<file path="config.mk">
export PLATFORM = sky130hd
export DESIGN_NAME = fp_mul_arbiter
export DESIGN_NICKNAME = d
export VERILOG_FILES = /design/src/rtl/fp_arb_pkg.sv /design/src/rtl/fp_mul_arbiter_rr_pick.sv /design/src/rtl/fp_mul_arbiter.sv
export SDC_FILE = /design/constraint.sdc
export NUM_CORES = 1
export LEC_CHECK = 0
export CORE_AREA = 4 4 153 155
export DETAILED_ROUTE_END_ITERATION = 8
export DIE_AREA = 0 0 157 159
export SETUP_SLACK_MARGIN = 0.15
export SLEW_MARGIN = 20
export SYNTH_ARGS = -nofsm -noshare
export SYNTH_HDL_FRONTEND = slang
export SYNTH_SLANG_ARGS = --single-unit
export TNS_END_PERCENT = 10
</file>
<file path="constraint.sdc">
create_clock -name clk -period 2.05 [get_ports clk]
set_clock_uncertainty 0.05 [all_clocks]
set_input_delay 0.41 -clock clk [delete_from_list [all_inputs] [get_ports clk]]
set_output_delay 0.41 -clock clk [all_outputs]
set_load 0.02 [all_outputs]
</file>
<file path="src/rtl/fp_arb_pkg.sv">
// Shared types and constants for the fp_mul arbiter: FSM state encoding,
// IEEE 754 single-precision width and the quiet-NaN returned on a timeout.
package fp_arb_pkg;

    localparam int FP_W = 32;
    localparam logic [FP_W-1:0] FP_QNAN = 32'h7FC0_0000;

    typedef enum logic [1:0] {
        IDLE  = 2'd0,
        ISSUE = 2'd1,
        WAIT  = 2'd2,
        RESP  = 2'd3
    } arb_state_t;

endpackage

</file>
<file path="src/rtl/fp_mul_arbiter_rr_pick.sv">
// Combinational round-robin picker: first set request bit scanning upward
// from last_ptr+1, wrapping modulo N_REQ.
module rr_pick #(
    parameter int N_REQ = 4,
    parameter int IW    = $clog2(N_REQ)
) (
    input  logic [N_REQ-1:0] req,
    input  logic [IW-1:0]    last_ptr,
    output logic [N_REQ-1:0] grant,
    output logic [IW-1:0]    idx,
    output logic             any
);

    int          cand_int;
    logic [IW-1:0] cand;

    always_comb begin
        idx      = '0;
        any      = 1'b0;
        cand_int = 0;
        cand     = '0;
        for (int k = 1; k <= N_REQ; k++) begin
            cand_int = (int'(last_ptr) + k) % N_REQ;
            cand     = IW'(cand_int);
            if (!any && req[cand]) begin
                any = 1'b1;
                idx = cand;
            end
        end
    end

    for (genvar gi = 0; gi < N_REQ; gi++) begin : g_grant
        assign grant[gi] = any && (idx == IW'(gi));
    end

endmodule

</file>
<file path="src/rtl/fp_mul_arbiter.sv">
// Round-robin arbiter sharing one fp_mul between N_REQ requesters.
// Optional WAIT watchdog enabled by defining FP_ARB_TIMEOUT_EN.
module fp_mul_arbiter
    import fp_arb_pkg::*;
#(
    parameter int N_REQ       = 4,
    parameter int TIMEOUT_CYC = 64
) (
    input  logic                  clk,
    input  logic                  rst,
    input  logic [N_REQ-1:0]      req,
    input  logic [32*N_REQ-1:0]   req_a,
    input  logic [32*N_REQ-1:0]   req_b,
    output logic [N_REQ-1:0]      gnt,
    output logic [N_REQ-1:0]      rsp_valid,
    output logic [31:0]           rsp_data,
    output logic [31:0]           mul_num1,
    output logic [31:0]           mul_num2,
    output logic                  mul_start,
    input  logic [31:0]           mul_out,
    input  logic                  mul_done,
    output logic                  mul_rst,
    output logic                  busy,
    output logic                  err
);

    localparam int IW = $clog2(N_REQ);

    if (N_REQ < 2 || N_REQ > 8) begin : g_bad_n_req
        $error("fp_mul_arbiter: N_REQ must be in 2..8");
    end
    if (TIMEOUT_CYC < 1) begin : g_bad_timeout
        $error("fp_mul_arbiter: TIMEOUT_CYC must be at least 1");
    end

    arb_state_t       state_reg;
    logic [IW-1:0]    last_ptr_reg;
    logic [IW-1:0]    owner_reg;
    logic [N_REQ-1:0] pick_onehot;
    logic [IW-1:0]    pick_idx;
    logic             pick_any;

`ifdef FP_ARB_TIMEOUT_EN
    localparam int TW = (TIMEOUT_CYC > 1) ? $clog2(TIMEOUT_CYC) : 1;
    logic [TW-1:0] wd_cnt_reg;
`endif

    rr_pick #(
        .N_REQ (N_REQ),
        .IW    (IW)
    ) u_rr_pick (
        .req      (req),
        .last_ptr (last_ptr_reg),
        .grant    (pick_onehot),
        .idx      (pick_idx),
        .any      (pick_any)
    );

    always_ff @(posedge clk) begin
        if (rst) begin
            state_reg    <= IDLE;
            last_ptr_reg <= IW'(N_REQ - 1);
            owner_reg    <= '0;
            gnt          <= '0;
            rsp_valid    <= '0;
            rsp_data     <= '0;
            mul_num1     <= '0;
            mul_num2     <= '0;
            mul_start    <= 1'b0;
            busy         <= 1'b0;
`ifdef FP_ARB_TIMEOUT_EN
            wd_cnt_reg   <= '0;
            err          <= 1'b0;
            mul_rst      <= 1'b0;
`endif
        end else begin
            // Pulse outputs default low so each is high for one cycle only.
            gnt       <= '0;
            rsp_valid <= '0;
            mul_start <= 1'b0;
`ifdef FP_ARB_TIMEOUT_EN
            err       <= 1'b0;
            mul_rst   <= 1'b0;
`endif
            unique case (state_reg)
                IDLE: begin
                    if (pick_any) begin
                        mul_num1  <= req_a[pick_idx*FP_W +: FP_W];
                        mul_num2  <= req_b[pick_idx*FP_W +: FP_W];
                        gnt       <= pick_onehot;
                        owner_reg <= pick_idx;
                        busy      <= 1'b1;
                        state_reg <= ISSUE;
                    end
                end
                ISSUE: begin
                    mul_start <= 1'b1;
                    state_reg <= WAIT;
`ifdef FP_ARB_TIMEOUT_EN
                    wd_cnt_reg <= '0;
`endif
                end
                WAIT: begin
                    if (mul_done) begin
                        rsp_data  <= mul_out;
                        state_reg <= RESP;
                    end
`ifdef FP_ARB_TIMEOUT_EN
                    else if (wd_cnt_reg == TW'(TIMEOUT_CYC - 1)) begin
                        // Multiplier hung: reset it and hand the owner a qNaN.
                        err       <= 1'b1;
                        mul_rst   <= 1'b1;
                        rsp_data  <= FP_QNAN;
                        state_reg <= RESP;
                    end else begin
                        wd_cnt_reg <= wd_cnt_reg + 1'b1;
                    end
`endif
                end
                RESP: begin
                    rsp_valid    <= N_REQ'(1) << owner_reg;
                    last_ptr_reg <= owner_reg;
                    busy         <= 1'b0;
                    state_reg    <= IDLE;
                end
                default: state_reg <= IDLE;
            endcase
        end
    end

`ifndef FP_ARB_TIMEOUT_EN
    assign err     = 1'b0;
    assign mul_rst = 1'b0;
`endif

endmodule

</file>
; After elaboration in Yosys (flattened, before gate mapping)
; Index checks and enable logic that the tools add are counted.
[classes]
n_addsub = 4
n_lt_le_gt_ge = 4
n_eq_ne = 8
n_shift = 3
muxes = 22
bitwise_logic = 3
n_reduce_logical = 19
[ops]
columns = operator, count
row1 = $shiftx 128x8->32, 2
row2 = $lt 2x3->1 const B, 4
row3 = $mux 2, 6
row4 = $mux 1, 10
row5 = $bmux 1 s2, 4
row6 = $eq 2x2->1 const B, 4
row7 = $pmux 2 s4, 1
row8 = $reduce_and 2->1, 4
row9 = $logic_and 1x1->1, 7
row10 = $add 2x1->2 const B, 2
row11 = $add 2x2->2 const B, 2
row12 = $eq 2x1->1 const B, 2
row13 = $logic_not 2->1, 2
row14 = $shl 1x2->4 const A, 1
row15 = $logic_not 1->1, 3
row16 = $not 1->1, 3
row17 = $reduce_or 3->1, 1
row18 = $ne 2x1->1 const B, 1
row19 = $ne 2x2->1 const B, 1
row20 = $pmux 1 s2, 1
row21 = $reduce_bool 2->1, 1
row22 = $reduce_or 2->1, 1
[totals]
register_bits = 112
inputBits = 295
output_inout_bits = 108
word_cells = 73

; Longest topological paths before layout
[depth]
depth_word = 15
depth_mapped = 8
depth_no_buf = 6

; Cells and area by module
; Synthesis repeated with hierarchy kept, for this count alone.
[unflattened]
cells_unflattened = 595
hier_area_um2 = 5695.5
[by_module_without_submodules]
columns = module, instances, cells_each, area_each_um2, seq_area_each_um2
row1 = fp_mul_arbiter, 1, 561, 5472.7, 2242.2
row2 = rr_pick, 1, 34, 222.7, 0.0

; Worst setup path after synthesis
; Ideal clock, no wire load.
[synth_timing]
kind = input to register
from = input port req[1]
to = register mul_num1[11]
setup_time_ns = 0.133
t_arrival_ns = 1.676
t_required_ns = 1.867
slack_ns = 0.191
stages = 8
path_buffers = 3
path_cell_list = buf_2 -> nor2b_1 -> o21a_1 -> or3_1 -> buf_4 -> buf_2 -> nand3_1 -> a311oi_1
[synth_via]
elab_chain_cells = 13
word_cells_on_any_way = 24
cone_classes = shift: 1 / mux: 16 / reduce/logical: 7
[synth_lines]
columns = element, line_no
row1 = start: declaration, fp_mul_arbiter.sv:11  ; input logic [N_REQ-1:0] req,
row2 = $bmux 1 s2, fp_mul_arbiter_rr_pick.sv:25  ; if (!any && req[cand]) begin
row3 = $mux 1 (not written as such), fp_mul_arbiter_rr_pick.sv:25
row4 = $mux 1, fp_mul_arbiter_rr_pick.sv:25
row5 = $logic_not 1->1, fp_mul_arbiter_rr_pick.sv:25
row6 = $logic_and 1x1->1, fp_mul_arbiter_rr_pick.sv:25
row7 = $mux 1, fp_mul_arbiter_rr_pick.sv:25
row8 = $logic_not 1->1, fp_mul_arbiter_rr_pick.sv:25
row9 = $logic_and 1x1->1, fp_mul_arbiter_rr_pick.sv:25
row10 = $mux 1, fp_mul_arbiter_rr_pick.sv:25
row11 = $logic_not 1->1, fp_mul_arbiter_rr_pick.sv:25
row12 = $logic_and 1x1->1, fp_mul_arbiter_rr_pick.sv:25
row13 = $mux 2 / $mux 1 (equally long branches), fp_mul_arbiter_rr_pick.sv:25
row14 = $shiftx 128x8->32 / $reduce_and 2->1 (equally long branches), n/a
row15 = end signal: assignment, fp_mul_arbiter.sv:88  ; mul_num1 <= req_a[pick_idx*FP_W +: FP_W];
row16 = end: declaration, fp_mul_arbiter.sv:17  ; output logic [31:0] mul_num1,
; Parallel ways exist; a longest one is shown, timed or not. The select of a mux whose other input is x is not followed.
; A chain may end at the register's enable or synchronous reset.

; Final worst setup path
[layout_timing]
from = register last_ptr_reg[0]
to = register mul_num2[13]
[layout_via]
elab_chain_cells = 14
word_cells_on_any_way = 28
cone_classes = add/sub: 4 / shift: 1 / mux: 16 / reduce/logical: 7
[layout_lines]
columns = element, line_no
row1 = start: declaration, fp_mul_arbiter.sv:37  ; logic [IW-1:0] last_ptr_reg;
row2 = start signal: assignment, fp_mul_arbiter.sv:62  ; last_ptr_reg <= IW'(N_REQ - 1);
row3 = start signal: assignment, fp_mul_arbiter.sv:122  ; last_ptr_reg <= owner_reg;
row4 = $add 2x1->2, fp_mul_arbiter_rr_pick.sv:23  ; cand_int = (int'(last_ptr) + k) % N_REQ;
row5 = $bmux 1 s2, fp_mul_arbiter_rr_pick.sv:25
row6 = $mux 1 (not written as such), fp_mul_arbiter_rr_pick.sv:25
row7 = $mux 1, fp_mul_arbiter_rr_pick.sv:25
row8 = $logic_not 1->1, fp_mul_arbiter_rr_pick.sv:25
row9 = $logic_and 1x1->1, fp_mul_arbiter_rr_pick.sv:25
row10 = $mux 1, fp_mul_arbiter_rr_pick.sv:25
row11 = $logic_not 1->1, fp_mul_arbiter_rr_pick.sv:25
row12 = $logic_and 1x1->1, fp_mul_arbiter_rr_pick.sv:25
row13 = $mux 1, fp_mul_arbiter_rr_pick.sv:25
row14 = $logic_not 1->1, fp_mul_arbiter_rr_pick.sv:25
row15 = $logic_and 1x1->1, fp_mul_arbiter_rr_pick.sv:25
row16 = $mux 2 / $mux 1 (equally long branches), fp_mul_arbiter_rr_pick.sv:25
row17 = $shiftx 128x8->32 / $reduce_and 2->1 (equally long branches), n/a
row18 = end signal: assignment, fp_mul_arbiter.sv:89  ; mul_num2 <= req_b[pick_idx*FP_W +: FP_W];
row19 = end: declaration, fp_mul_arbiter.sv:18  ; output logic [31:0] mul_num2,
; Parallel ways exist; a longest one is shown, timed or not. The select of a mux whose other input is x is not followed.

==> reports/results.tsv <==
stage	metric	value	unit
outcome	run status	finished, final reports clean	
sta	Final Setup Violations	0	
synth	post-synthesis cell area	0.00582	sq mm
synth	EDFF count, synth	0	
grt	first-pass GRT wire length	41800	microns
grt	largest net degree at the start of global routing	76	
power	PD cells	1060	mW/mm^2
placed_design	pre-CTS WS	-0.390	ns
worst_setup_path	arrival time worst endpoint	2.07	ns
synth	Synth area leader	dfxtp_1	
cells_and_area	Fill cells	2082	
synth	synth unique cells	39	
placed_design	Post-DP HPWL	20700	microns
detailed_routing	vias per cell	5.11	
floorplanning	Die Ht	159	microns
synth	Post-Syn Instances	678	
floorplanning	number of top-level pins	403	
sta	max-slew violation count	0	
detailed_routing	vias	7048	
clock_network	CTS tree	built	
detailed_routing	drt drc	0	
sta	RSZ-0062 raised after global routing	true	
cells_and_area	fin cells	1380	
worst_setup_path	CP top delay family	compound AO/OA/AOI/OAI gates	
clock_network	H-Tree Depth	3	
grt	initial antenna violation count	3	
sta	final hold slack	0.404	ns
cells_and_area	final instance area	0.0112	sq mm
clock_network	clock sinks	112	
clock_network	cts hold-fix bufs	0	
placed_design	GPL Wtd Cong	0.870	
power	Clk pwr share	15.1	%
synth	asr flop ratio synth	0	%
floorplanning	core footprint	0.0218	sq mm
detailed_routing	Total Wirelength	28600	microns
detailed_routing	routed len/inst	20.7	microns
worst_setup_path	Max stage delay cell, worst path	o311a_4	
sta	fin crit share	91.9	%
flow_run	max-cap violation count	0	
placed_design	placed cell area	0.0106	sq mm
grt	grt ovf	0	
sta	Setup Total Neg Slack	0	ns
floorplanning	row cnt	54	
grt	vias in the first global route	6954	
sta	Final min period	1.88	ns
clock_network	Reg clk slew, reported paths	0.08	ns
detailed_routing	Final ANT Viol Nets	0	
power	leak pwr	3.93	nW
clock_network	CTS Buf Count	9	
worst_setup_path	CP bufs+invs	2	
cells_and_area	share of cells above drive strength 1	15.7	%
synth	top post-synthesis cells by area	dfxtp_1 38%, a221oi_2 15%, nand3_1 11%, a311oi_1 5.1%, nand2_1 4.6%	
power	Tot Pwr	11.9	mW
cells_and_area	Largest regs	mul_num1 x32, mul_num2 x32, rsp_data x32	
power	sw power	4.86	mW
clock_network	clock tree buffer depth	2	
power	Reg power frac	27.5	%
sta	fmax	531	MHz
detailed_routing	detailed-router iteration count before antenna repair	5	
synth	syn avg cell area	8.59	sq um
worst_setup_path	crit path capture type	flop	
floorplanning	Initial Util	26.7	%
detailed_routing	initial DRC count	426	
worst_setup_path	kind of critical path	flop to flop	
power	switch share	40.8	%
floorplanning	die area	0.0250	sq mm
grt	GRT Overall Usage	21.5	%
sta	Hold Fails Final Rpt	0	
synth	sequential share of the synthesized area	38.5	%
clock_network	root buf cell	clkbuf_16	
placed_design	I/O Buffers	400	
worst_hold_path	Tightest Hold Check Type	flop to flop	
synth	count leader, synth	nand3_1	
floorplanning	Die W	157	microns
power	Max VDD drop	552	uV
placed_design	placed instance count	1345	
worst_setup_path	Required @ worst endpoint	2.23	ns
power	Pint	7.05	mW
power	Comb power frac	57.4	%
synth	share of the synthesized area in the top cell type	38.5	%
worst_setup_path	Startpoint Class	flop	
worst_setup_path	cells along the critical path	nor2b_4 -> nor2_4 -> o311a_4 -> buf_12 -> clkbuf_16 -> a221oi_2 -> a31oi_1	
cells_and_area	Final Core Density	51.4	%
cells_and_area	area growth from synthesis to layout	92.5	%
synth	main flop type after synthesis	dfxtp_1	
synth	list of most frequent post-synthesis cells	126 x nand3_1, 112 x dfxtp_1, 72 x nand2_1	
synth	Yosys reg bits	112	
clock_network	Clock Latency Late Sink	0.35	ns
cells_and_area	NumNets Final	1392	
worst_setup_path	CP Max Fanout	8	
synth	yosys warns	0	
sta	final setup margin	0.165	ns
worst_setup_path	delay of the slowest critical-path stage	0.40	ns
==> cell type report <==
type	instances	area [sq um]	area share [%]
clock buffer	10	229	2.04
clock inverter	6	61.3	0.547
sequential	112	2250	20.1
multi-input combinational	485	3310	29.5
antenna	3	7.51	0.0670
tap	280	350	3.12
inverter	6	22.5	0.201
timing repair buffer	478	4980	44.4
==> path summary, 6_finish.rpt <==
check | start | to | slack (ns) | cells past startpoint
worst min register to register | rsp_data[27] | rsp_data[27] | 0.40 | 2
worst max register to register | last_ptr_reg[0] | mul_num2[13] | 0.17 | 7
worst min-delay path | rsp_data[27] | rsp_data[27] | 0.40 | 2
worst max-delay path | last_ptr_reg[0] | mul_num2[13] | 0.17 | 7
==> worst min-delay path, stage by stage (launching register included) <==
cell	delay [ns]
dfxtp_1	0.31
nand2_1	0.05
a21oi_1	0.05
==> power by group through the flow <==
stage / Sequential [mW] / Combinational (mW) / Clock, mW
finish: 3.28 / 6.84 / 1.79
global route: 3.36 / 7.31 / 1.93
CTS: 3.27 / 6.82 / 1.86
detailed placement: 3.30 / 6.60 / 0
global placement: 3.29 / 6.58 / 0
floorplan: 4.08 / 2.46 / 0
==> cell families after synthesis <==
logic type	count (synthesis)	synth area share (%)
compound gates	211	32.0
fa+ha+maj	5	1.07
buf+inv	83	7.30
flops	112	38.5
mux	2	0.344
other cells	1	0.0644
simple gates	264	20.7
==> cells in the final DEF (no fill, tap or decap), types with 10 or more instances in the layout <==
cell type / n
clkdlybuf4s50_1: 395
a21oi_1: 37
a31oi_1: 31
dfxtp_1: 110
o21ai_0: 32
buf_12: 23
nand3_1: 123
a221oi_2: 56
nor2_1: 42
clkbuf_16: 10
nand2_1: 72
buf_4: 45
a311oi_1: 34
==> routing by layer <==
metal  global-route usage, %  up-vias  share of wire [%]
li1                        -     3398                  -
met2                    37.4      303                 50
met5                       0        -                  0
met1                    25.6     3306                 39
met4                    5.56        0                2.3
met3                    6.63       41                8.6
==> timing repair <==
item                                    4_1_cts  5_1_grt
gates resized for setup                      21       14
buffers inserted                             10        0
pin swaps                                     8       17
gates cloned                                  5        1
endpoints found under the setup margin       64       64
Power figures use the tool's default switching activity.
==> variant 1: new RTL, same settings <==
`N_REQ` is set to 4 in 2 places; all go to 2.
--- a/src/rtl/fp_mul_arbiter_rr_pick.sv
+++ b/src/rtl/fp_mul_arbiter_rr_pick.sv
@@ -1,7 +1,7 @@
 // Combinational round-robin picker: first set request bit scanning upward
 // from last_ptr+1, wrapping modulo N_REQ.
 module rr_pick #(
-    parameter int N_REQ = 4,
+    parameter int N_REQ = 2,
     parameter int IW    = $clog2(N_REQ)
 ) (
     input  logic [N_REQ-1:0] req,
--- a/src/rtl/fp_mul_arbiter.sv
+++ b/src/rtl/fp_mul_arbiter.sv
@@ -3,7 +3,7 @@
 module fp_mul_arbiter
     import fp_arb_pkg::*;
 #(
-    parameter int N_REQ       = 4,
+    parameter int N_REQ       = 2,
     parameter int TIMEOUT_CYC = 64
 ) (
     input  logic                  clk,
Ports: changed (5 resized); port bits go from 403 to 269. The function was not compared with the original's and may differ.
==> variant 1 against the unedited design <==
Routed wire length shrank 42%; critical path type is now register to output port; global-route usage shrank 8.9 points; largest cell class unchanged; clock power grew 3%; total power shrank 22%; non-clock buffer count shrank 198; final area shrank 32%; synthesized area shrank 27%; sequential cell count shrank 6; worst setup slack gained 77 ps.
==> variant 1: results (changes against the unedited design) <==
portion of the post-synthesis area used by sequential elements=49.59% (was 38.50%); critical path arrival=1350 ps (was 2070 ps); Worst Path Max Fanout=2 (was 8); worst setup slack after placement=83.72 ps (was -390.4 ps); min-delay worst type=register to register (unchanged); fraction of met1 tracks used by global routing=15.01% (was 25.61%); Max H-tree Level=3 (unchanged); GRT Overall Usage=12.63% (was 21.51%); ratio of cells with drive above 1 in the final layout=7.107% (was 15.68%); pin count of the biggest net entering global routing=66 (was 76); status=finished clean (unchanged); most numerous cell types in the synthesized netlist=142 x sky130_fd_sc_hd__a21oi_1, 132 x sky130_fd_sc_hd__nand2_1, 106 x sky130_fd_sc_hd__dfxtp_1 (was 126 x sky130_fd_sc_hd__nand3_1, 112 x sky130_fd_sc_hd__dfxtp_1, 72 x sky130_fd_sc_hd__nand2_1); leading cell types by total area after synthesis=sky130_fd_sc_hd__dfxtp_1 50%, sky130_fd_sc_hd__a21oi_1 17%, sky130_fd_sc_hd__nand2_1 12%, sky130_fd_sc_hd__o21ai_0 6.0%, sky130_fd_sc_hd__a21oi_2 4.1% (was sky130_fd_sc_hd__dfxtp_1 38%, sky130_fd_sc_hd__a221oi_2 15%, sky130_fd_sc_hd__nand3_1 11%, sky130_fd_sc_hd__a311oi_1 5.1%, sky130_fd_sc_hd__nand2_1 4.6%); static leakage=2.826 nW (was 3.929 nW); dpl cells=1052 (was 1345); number of global-route vias before repair=4533 (was 6954); worst r2r path cells=6 (was 7); total of fill cells in the finished design=2301 (was 2082); TritonRoute pass-1 iters=4 (was 5); routed wire length=16540 um (was 28600 um); count of different cell masters after synthesis=29 (was 39); worst vdd rail ir drop=0.5560 mV (was 0.5523 mV); first-pass GRT wire length=25060 um (was 41760 um); 1st-iter DRT viols=214 (was 426); worst r2r src=state_reg[0] (was last_ptr_reg[0]); routed wirelength normalized by instance count=15.49 um (was 20.72 um); synthesized netlist cell count=539 (was 678); antenna violations before repair=1 (was 3); number of nets in the layout=952 (was 1392); total half-perimeter wirelength after legalization and detailed placement=11550 um (was 20740 um); global routing met3 resource utilization=5.436% (was 6.632%); Avg Vias per Cell=4.383 (was 5.107); grt met2 use=20.34% (was 37.41%); cell with the biggest individual delay on the critical path=sky130_fd_sc_hd__clkdlybuf4s50_1 (was sky130_fd_sc_hd__o311a_4); beginning of the worst hold path=rsp_data[15] (was rsp_data[27])
## variant 1: final cells by class
cell class	count	area, sq um	area share [%]
repair buffers	280	2908	38.17
flip-flops and latches	106	2122	27.85
multi-input cells	383	1914	25.13
well taps	280	350.3	4.598
clock buffers	10	239.0	3.137
clock inverters	6	73.82	0.9690
inverters	3	11.26	0.1478
## variant 1: repair_timing
action	4_1_cts	5_1_grt
buffers inserted	0	0
endpoints found under the setup margin	0	1
resized for setup	0	1
## variant 1: final timing paths
check	slack [ps]	endpoint
hold reg to reg	400	rsp_data[15]
hold / removal	400	rsp_data[15]
setup / recovery	240	mul_num2[7]
setup reg to reg	430	mul_num2[9]
## variant 1: layer usage
layer / vias to the layer above / wire length [um]
li1: 2309 / -
met1: 2159 / 6925
met2: 184 / 7555
met3: 27 / 1674
met4: 2 / 375
met5: - / 12
## variant 1: cell families after synthesis
family	after synthesis	share of synthesized area, %
AOI/OAI and AO/OA	233	29.68
and+or+nand+nor	142	12.87
DFF	106	49.59
buffers and inverters	51	6.140
adders and majority gates	4	1.170
muxes	2	0.4679
other	1	0.08764
## variant 1: power breakdown
group          internal [mW]  switching [mW]
combinational           2.02            2.42
clock                  0.998           0.851
sequential              2.66           0.295
total                   5.67            3.57
## variant 1: per-stage QoR
step           power (mW)  instance area, sq um  hold slack [ps]
2_1_floorplan       5.312                  4283            384.6
3_3_place_gp        7.472                  7303            391.1
3_5_place_dp        7.486                  7303            397.0
4_1_cts             9.409                  7616            408.1
5_1_grt             9.867                  7619            422.7
6_report            9.239                  7619            403.6
==> variant 2: new RTL, config.mk and constraints unchanged <==
Without the edit above. Encoding of `arb_state_t`: now one-hot (4 bits for 4 states).
--- a/src/rtl/fp_arb_pkg.sv
+++ b/src/rtl/fp_arb_pkg.sv
@@ -5,11 +5,11 @@
     localparam int FP_W = 32;
     localparam logic [FP_W-1:0] FP_QNAN = 32'h7FC0_0000;
 
-    typedef enum logic [1:0] {
-        IDLE  = 2'd0,
-        ISSUE = 2'd1,
-        WAIT  = 2'd2,
-        RESP  = 2'd3
+    typedef enum logic [3:0] {
+        IDLE  = 4'b0001,
+        ISSUE = 4'b0010,
+        WAIT  = 4'b0100,
+        RESP  = 4'b1000
     } arb_state_t;
 
 endpackage
Behaviour: no difference found for any inputs over 4 cycles, from zero or initial values and one cycle with rst high; so few cycles prove little.
==> variant 2 against the unedited design <==
Count of clock-buffer cells in the layout grew 7; final area grew 3.9%; worst setup slack worse by 26 ps; sequential cell count increased by 2; synthesized area up 4.1%; sequential share of layout area down 0.45 points; worst hold slack worse by 2.4 ps; first-iteration DRC count fell by 28%; non-clock buffer count fell by 7; routed wire length grew 9.4%; core utilization increased by 2.0 points.
Power is not compared: it rests on default switching activity, and its combinational part moved more than twofold at a synthesized area within 25%.
==> variant 2: results (changes against the unedited design) <==
status=finished clean (unchanged); critical path arrival=1450 ps (was 2070 ps); GRT Overall Usage=23.34% (was 21.51%); endpoint of the worst hold-timing path=rsp_data[11] (was rsp_data[27]); total half-perimeter wirelength after legalization and detailed placement=21450 um (was 20740 um); most numerous cell types in the synthesized netlist=114 x sky130_fd_sc_hd__dfxtp_1, 76 x sky130_fd_sc_hd__nor2_1, 73 x sky130_fd_sc_hd__nand2_1 (was 126 x sky130_fd_sc_hd__nand3_1, 112 x sky130_fd_sc_hd__dfxtp_1, 72 x sky130_fd_sc_hd__nand2_1); number of global-route vias before repair=7563 (was 6954); post-cts sizing count=23 (was 21); Worst setup startpoint=rsp_data[31] (was last_ptr_reg[0]); Skew-Pair Late Insertion Delay=410 ps (was 350 ps); Max H-tree Level=4 (was 3); share of cell area taken by multi-input logic gates=29.85% (was 29.51%); pin count of the biggest net entering global routing=68 (was 76); compound-cell area share of the yosys netlist=41.81% (was 31.99%); synthesized netlist cell count=694 (was 678); gpl congestion=0.8062 (was 0.8695); worst r2r src=last_ptr_reg[0] (unchanged); maximum clock rate=523.2 MHz (was 530.6 MHz); Crit Reg-Reg Endpoint=mul_num2[22] (was mul_num2[13]); leading cell types by total area after synthesis=sky130_fd_sc_hd__dfxtp_1 38%, sky130_fd_sc_hd__o311a_1 10%, sky130_fd_sc_hd__a221oi_1 9.0%, sky130_fd_sc_hd__a211oi_2 7.8%, sky130_fd_sc_hd__a31oi_1 6.6% (was sky130_fd_sc_hd__dfxtp_1 38%, sky130_fd_sc_hd__a221oi_2 15%, sky130_fd_sc_hd__nand3_1 11%, sky130_fd_sc_hd__a311oi_1 5.1%, sky130_fd_sc_hd__nand2_1 4.6%); total power after layout=9.085 mW; cell area after layout=0.01165 sq mm (was 0.01121 sq mm); Worst Path Max Fanout=2 (was 8); antenna violations before repair=2 (was 3); diode count=2 (was 3); worst setup slack after placement=-457.8 ps (was -390.4 ps); multi-input logic cell count=487 (was 485); cell with the biggest individual delay on the critical path=sky130_fd_sc_hd__clkdlybuf4s50_1 (was sky130_fd_sc_hd__o311a_4); count of plain and timing-repair buffers=471 (was 478); Avg Vias per Cell=5.354 (was 5.107); mux contribution to synthesized area=0.3713% (was 0.3437%); instance area after placement=0.01066 sq mm (was 0.01056 sq mm); beginning of the worst hold path=rsp_data[11] (was rsp_data[27]); portion of the post-synthesis area used by sequential elements=37.62% (was 38.50%); post-synthesis share of cell area spent on full adders, half adders and majority gates=0% (was 1.074%); 1st-iter DRT viols=308 (was 426); count of buffers added by post-CTS timing repair for setup=6 (was 10); final worst hold slack=401.6 ps (was 404.0 ps); ratio of cells with drive above 1 in the final layout=15.64% (was 15.68%)
==> variant 2: cell count changes after synthesis, moves of 6 or more <==
cell                       unedited run  this run
sky130_fd_sc_hd__a211oi_1             2        25
sky130_fd_sc_hd__a211oi_2             0        38
sky130_fd_sc_hd__a221oi_1             4        62
sky130_fd_sc_hd__a221oi_2            59         0
sky130_fd_sc_hd__a311oi_1            34         2
sky130_fd_sc_hd__a31oi_1             31        64
sky130_fd_sc_hd__buf_2               28        22
sky130_fd_sc_hd__clkbuf_1            35        57
sky130_fd_sc_hd__nand3_1            126         1
sky130_fd_sc_hd__nor2_1              44        76
sky130_fd_sc_hd__o21ai_0             33         5
sky130_fd_sc_hd__o311a_1              1        63
==> variant 2: metal layers <==
layer,vias up,global-route usage (%),wire length [um]
met4,0,7.535,593
met5,-,0,0
met3,36,8.127,3124
met2,345,39.48,15450
li1,3532,-,-
met1,3518,27.53,12110
